[config.mk]
export PLATFORM = sky130hd
export DESIGN_NAME = primitive_downcounter_timer
export DESIGN_NICKNAME = d
export VERILOG_FILES = /design/src/rtl/ika2151_timer_pkg.sv /design/src/rtl/primitive_downcounter_core.sv /design/src/rtl/primitive_downcounter_timer.sv
export SDC_FILE = /design/constraint.sdc
export NUM_CORES = 1
export LEC_CHECK = 0
export BUFFER_PORTS_ARGS = -buffer_cell sky130_fd_sc_hd__buf_4
export CAP_MARGIN = 5
export CORE_AREA = 4 4 67 69
export DETAILED_ROUTE_END_ITERATION = 12
export DIE_AREA = 0 0 71 73
export GPL_TIMING_DRIVEN = 0
export PLACE_DENSITY = 0.62
export SLEW_MARGIN = 20
export SYNTH_ARGS = -nofsm -noshare
export SYNTH_HDL_FRONTEND = slang
export SYNTH_SLANG_ARGS = --single-unit
[constraint.sdc]
create_clock -name i_EMUCLK -period 2.35 [get_ports i_EMUCLK]
set_clock_uncertainty 0.05 [all_clocks]
set_input_delay 0.1175 -clock i_EMUCLK [delete_from_list [all_inputs] [get_ports i_EMUCLK]]
set_output_delay 0.1175 -clock i_EMUCLK [all_outputs]
set_load 0.05 [all_outputs]
[src/rtl/ika2151_timer_pkg.sv]
// rtl/ika2151_timer_pkg.sv - shared state encoding and width defaults for IKA2151 timer primitives
package ika2151_timer_pkg;

   typedef enum logic [1:0] {
      ST_IDLE = 2'd0,
      ST_ARM  = 2'd1,
      ST_RUN  = 2'd2
   } timer_state_t;

   localparam int TIMER_A_WIDTH = 10;
   localparam int TIMER_B_WIDTH = 8;

endpackage

[src/rtl/primitive_downcounter_core.sv]
// rtl/primitive_downcounter_core.sv - down-counter register, NCEN-sampled zero detect and borrow term
module primitive_downcounter_core
   import ika2151_timer_pkg::*;
#(
   parameter int WIDTH = TIMER_A_WIDTH
) (
   input  logic             i_clk,
   input  logic             i_rst,
   input  logic             i_pcen_n,
   input  logic             i_ncen_n,
   input  logic             i_load,
   input  logic [WIDTH-1:0] i_load_val,
   input  logic             i_dec,
   input  logic             i_cnt,
   input  logic             i_run,
   output logic [WIDTH-1:0] o_q,
   output logic             o_bo
);

   logic [WIDTH-1:0] counter_q, counter_d;
   logic             zero_q, zero_d;

   always_comb begin
      counter_d = counter_q;
      zero_d    = zero_q;
      if (!i_pcen_n) begin
         if (i_load) begin
            counter_d = i_load_val;
         end else if (i_dec && (counter_q != '0)) begin
            counter_d = counter_q - {{(WIDTH-1){1'b0}}, 1'b1};
         end
      end
      // Samples the pre-update count so borrow spans one full NCEN-to-NCEN window
      if (!i_ncen_n) begin
         zero_d = (counter_q == '0);
      end
   end

   always_ff @(posedge i_clk) begin
      if (i_rst) begin
         counter_q <= '0;
         zero_q    <= 1'b0;
      end else begin
         counter_q <= counter_d;
         zero_q    <= zero_d;
      end
   end

   assign o_q  = counter_q;
   assign o_bo = zero_q & i_cnt & i_run;

endmodule

[src/rtl/primitive_downcounter_timer.sv]
// rtl/primitive_downcounter_timer.sv - loadable down-counting timer with borrow, flag and IRQ (snapshot: IKA2151_DOWNCNT_SNAPSHOT_EN)
module primitive_downcounter_timer
   import ika2151_timer_pkg::*;
#(
   parameter int WIDTH = TIMER_A_WIDTH
) (
   input  logic             i_EMUCLK,
   input  logic             i_RST,
   input  logic             i_PCEN_n,
   input  logic             i_NCEN_n,
   input  logic             i_CNT,
   input  logic             i_LD,
   input  logic [WIDTH-1:0] i_D,
   input  logic             i_START,
   input  logic             i_STOP,
   input  logic             i_AUTORELOAD,
   input  logic             i_IRQ_EN,
   input  logic             i_FLAG_CLR,
   output logic [WIDTH-1:0] o_Q,
   output logic             o_BO,
   output logic             o_RUN,
   output logic             o_FLAG,
   output logic             o_IRQ_n
`ifdef IKA2151_DOWNCNT_SNAPSHOT_EN
   ,
   input  logic             i_SNAP,
   output logic [WIDTH-1:0] o_SNAP
`endif
);

   timer_state_t     state_q, state_d;
   logic [WIDTH-1:0] reload_q, reload_d;
   logic             flag_q, flag_d;
   logic             run_q, run_d;

   logic             cnt_load;
   logic [WIDTH-1:0] cnt_load_val;
   logic             cnt_dec;
   logic             borrow;
   logic [WIDTH-1:0] cnt_value;

   always_comb begin
      state_d      = state_q;
      reload_d     = reload_q;
      flag_d       = flag_q;
      cnt_load     = 1'b0;
      cnt_load_val = reload_q;
      cnt_dec      = 1'b0;
      borrow       = 1'b0;
      if (!i_PCEN_n) begin
         if (i_LD) begin
            reload_d = i_D;
         end
         case (state_q)
            ST_IDLE: begin
               if (i_START && !i_STOP) begin
                  state_d = ST_ARM;
               end
            end
            ST_ARM: begin
               cnt_load     = 1'b1;
               cnt_load_val = i_LD ? i_D : reload_q;
               state_d      = i_STOP ? ST_IDLE : ST_RUN;
            end
            ST_RUN: begin
               if (i_STOP) begin
                  state_d = ST_IDLE;
               end else if (i_START) begin
                  state_d = ST_ARM;
               end else if (i_CNT) begin
                  if (cnt_value != '0) begin
                     cnt_dec = 1'b1;
                  end else begin
                     // One-shot expiry leaves the counter parked at zero
                     borrow = 1'b1;
                     if (i_AUTORELOAD) begin
                        cnt_load = 1'b1;
                     end else begin
                        state_d = ST_IDLE;
                     end
                  end
               end
            end
            default: state_d = ST_IDLE;
         endcase
         if (i_FLAG_CLR) begin
            flag_d = 1'b0;
         end else if (borrow && i_IRQ_EN) begin
            flag_d = 1'b1;
         end
      end
      run_d = (state_d == ST_RUN);
   end

   always_ff @(posedge i_EMUCLK) begin
      if (i_RST) begin
         state_q  <= ST_IDLE;
         reload_q <= '0;
         flag_q   <= 1'b0;
         run_q    <= 1'b0;
      end else begin
         state_q  <= state_d;
         reload_q <= reload_d;
         flag_q   <= flag_d;
         run_q    <= run_d;
      end
   end

   primitive_downcounter_core #(
      .WIDTH(WIDTH)
   ) u_core (
      .i_clk      (i_EMUCLK),
      .i_rst      (i_RST),
      .i_pcen_n   (i_PCEN_n),
      .i_ncen_n   (i_NCEN_n),
      .i_load     (cnt_load),
      .i_load_val (cnt_load_val),
      .i_dec      (cnt_dec),
      .i_cnt      (i_CNT),
      .i_run      (run_q),
      .o_q        (cnt_value),
      .o_bo       (o_BO)
   );

`ifdef IKA2151_DOWNCNT_SNAPSHOT_EN
   logic [WIDTH-1:0] snap_q, snap_d;

   always_comb begin
      snap_d = snap_q;
      if (!i_PCEN_n && i_SNAP) begin
         snap_d = cnt_value;
      end
   end

   always_ff @(posedge i_EMUCLK) begin
      if (i_RST) begin
         snap_q <= '0;
      end else begin
         snap_q <= snap_d;
      end
   end

   assign o_SNAP = snap_q;
`endif

   assign o_Q     = cnt_value;
   assign o_RUN   = run_q;
   assign o_FLAG  = flag_q;
   assign o_IRQ_n = ~flag_q;

endmodule

==> results summary <==
The run finished with clean final reports. Of all nets on the critical path, the largest fanout is 10. After synthesis, the most frequently instantiated cells are sky130_fd_sc_hd__nand2_1 (27), sky130_fd_sc_hd__dfxtp_1 (25), sky130_fd_sc_hd__a211oi_1 (20). The count of synthesis-stage warnings from yosys is 0.

For met3 alone, demand over resource in global routing was 2.34%. The die span in y is 73 µm. TritonCTS built the clock tree. The kind of critical path is reg2reg. Entering global routing, the biggest net connects 14 pins. The dominant register cell in the synthesized netlist is sky130_fd_sc_hd__dfxtp_1. The number of antenna violations at the first check in global routing came out at 0. After detailed routing, the average wire length per cell comes to 13.4 µm. The count of final hold-check violations came out at 0. Power comes to 0.829 mW. The number of violations reported at the end of detailed-routing iteration 0 came out at 36. The cell total after placement came out at 259. The most used routing layer in global routing is met2.

0 antenna diodes ended up in the layout. The proportion of register bits with asynchronous set or reset after synthesis came out at 0%. Detailed routing inserted a total of 1326 vias.

Net switching is 25.9% of the power. The worst setup path is captured at a flip-flop. The proportion of layout cells with a drive suffix above 1 is 24.4%.

The hold-fix buffer count after cts is 0. The clock insertion delay at the later pin of the skew report is 270 ps. Summed over all nets, the half-perimeter wirelength after detailed placement is 2700 µm. The first TritonRoute pass finished after 7 iterations. OpenSTA, run right after detailed placement, puts the worst setup slack at 210 ps. The reported net switching power came out at 0.215 mW. The post-synth net total is 204. The path class of the tightest hold or removal check is in2reg. For met2 alone, demand over resource in global routing was 21.9%. The detail-routed via count per cell came out at 5.04. The count of cells in the finished layout, fillers not included, comes to 263. The post-cts gate resize count came out at 0.

The number of global-route vias before repair was 1268. The number of max-cap violations came out at 0. The core region is 3910 µm². The library cell occupying the most area in the post-synthesis netlist is sky130_fd_sc_hd__dfxtp_1. The number of clock buffers inserted by TritonCTS came out at 3.

The number of nets with antenna violations after routing is 0. The slew at the pin closest to its max-slew limit is 611 ps. Of the available clock period, the critical path in the final layout requires 92.0%.

The number of setup violations in the final report came out at 0. For this run, the top clock speed supported by timing is 463 MHz. The width of the die is 71 µm. The number of pins exceeding their max-slew limit in the final report was 0.

Counting flops with a built-in enable in the synthesized netlist gives 0. The mapped cell area is 1480 µm². The fraction of met1 tracks used by global routing is 20.7%. The most common cell in the synthesized netlist is sky130_fd_sc_hd__nand2_1. The number of setup buffers added after CTS is 0. For this run, design rule violations remaining after detail routing come to 0. The total power density per cell area is 454 nW/µm². The flop-to-flop setup slack came out at 190 ps. Setup repair after global routing left no endpoint under its margin. The number of nets in the finished design is 241. The static power due to leakage came out at 0.780 nW.

Summed over all layers, the routed wires come to 3520 µm. Setup slack closes at 188 ps. In this run the tool buffered the top-level ports with 32 buffer cells.

The instance count of the mapped netlist came out at 177. Pin placement for this block handled 35 I/O pins. The final global-route overflow total came out at 0. The global-route usage over all layers is 14.4%. The summed negative setup slack over all endpoints came out at 0 ps.

The maximum buffer depth of the clock tree came out at 2. The post-synthesis area per instance is 8.35 µm². The critical path startpoint category is a flip-flop. In this run the most critical hold path is launched from i_NCEN_n. The fraction of the yosys area taken by sequential cells is 33.9%. The share of power burned in combinational logic is 15.0%.

The worst register-to-register path begins at u_core.o_q[0]. The global-route wire length before repair is 5990 µm. The maximum vdd ir drop came out at 0.000208 V.

The die covers 5180 µm². The clock-pin transition on the worst setup and hold timing paths is 80 ps. The worst setup path startpoint is u_core.o_q[0]. Clock tree synthesis found a total of 25 sinks. The placer's final routability congestion estimate is 0.787. In this run the core area contains 23 standard-cell rows. The layout-stage area growth over the synthesis result is 23.5%. The clock share of power came out at 31.3%. In the post-synthesis netlist, the biggest area contributors are sky130_fd_sc_hd__dfxtp_1 (34%), sky130_fd_sc_hd__a211oi_1 (10%), sky130_fd_sc_hd__nand2_1 (6.9%), sky130_fd_sc_hd__a21oi_1 (5.4%), sky130_fd_sc_hd__ha_1 (5.1%). The data required time of the critical path is 2450 ps.

The final critical path time including I/O delays and setup is 2160 ps. The initial core utilization came out at 37.8%. The portion of synthesized cell area occupied by the leading cell type came out at 33.9%.

The worst slew slack as a fraction of its limit came out at 58.2%. The number of library cell types mapped by synthesis is 43. The total internal power came out at 0.614 mW. The total of flip-flops plus latches after synthesis came out at 25.

The CTS root buffer is sky130_fd_sc_hd__clkbuf_8. The register share of total power came out at 53.7%. The arrival time at the worst endpoint came out at 2260 ps. The final core utilization came out at 46.6%.

The number of H-tree branching levels is 1.
worst max-delay path: stages (launching register included):
cell	delay, ps
sky130_fd_sc_hd__dfxtp_1	340
sky130_fd_sc_hd__inv_1	110
sky130_fd_sc_hd__ha_1	180
sky130_fd_sc_hd__nor4b_4	280
sky130_fd_sc_hd__nand3_2	140
sky130_fd_sc_hd__o31a_2	360
sky130_fd_sc_hd__buf_2	180
sky130_fd_sc_hd__a211oi_1	300
sky130_fd_sc_hd__a211oi_1	90
path summary, 6_finish.rpt:
| path | endpoint | depth (start not counted) |
|---|---|---|
| hold / removal | u_core.zero_q | 3 |
| setup / recovery | u_core.o_q[1] | 8 |
| hold reg to reg | reload_q[6] | 2 |
| setup reg to reg | u_core.o_q[1] | 8 |
registers in the layout, summed over array words and instances, names as in the netlist:
name / flops
reload_q: 10
u_core.o_q: 10
o_RUN: 1
state_q: 2
o_FLAG: 1
u_core.zero_q: 1
per-layer routing:
layer / part of all wire, % / wire [µm]
met1: 49 / 1710
met2: 46 / 1610
met3: 4.5 / 160
met4: 1.3 / 44
met5: 0 / 0
area by class of cell:
cell class                 instances  area [µm²]
fill                             422        2090
inverter                           9        33.8
sequential                        25         500
timing repair buffer              32         240
tap                               50        62.6
multi-input combinational        133         873
buffer                            10        70.1
clock buffer                       4        45.0
cells by family (layout without fill, tap and decap cells):
| group | count (synthesis) | after routing | synth area share (%) |
|---|---|---|---|
| compound gates | 43 | 43 | 19.8 |
| flops | 25 | 25 | 33.9 |
| xor+xnor | 7 | 7 | 4.15 |
| buf+inv | 19 | 55 | 7.03 |
| simple gates | 74 | 74 | 27.9 |
| fa+ha+maj | 6 | 6 | 5.08 |
| mux | 3 | 3 | 2.12 |
power groups by stage:
stage	Sequential, mW	Clock, mW	Combinational [mW]
2_1_floorplan	0.460	0	0.0688
3_3_place_gp	0.455	0	0.124
3_5_place_dp	0.455	0	0.125
4_1_cts	0.445	0.268	0.125
5_1_grt	0.447	0.287	0.139
6_report	0.445	0.260	0.124
cell usage in the layout (no fill, tap or decap), drive strengths merged, types with 2 or more instances in the layout:
master	n
buf	35
nand2	27
dfxtp	25
a211oi	20
a21oi	16
and3	11
inv	9
nor2	9
clkbuf	9
ha	6
nand3	6
xor2	5
nor3	4
nor2b	3
or4	2
xnor2	2
mux2i	2
nor4b	2
nor4	2
metrics by stage:
step | area [µm²] | hold slack, ps
6_report | 1830 | 37.5
5_1_grt | 1830 | 36.4
3_5_place_dp | 1780 | 321
3_3_place_gp | 1780 | 315
2_1_floorplan | 1480 | 203
4_1_cts | 1830 | 35.6
Power figures use the tool's default switching activity.
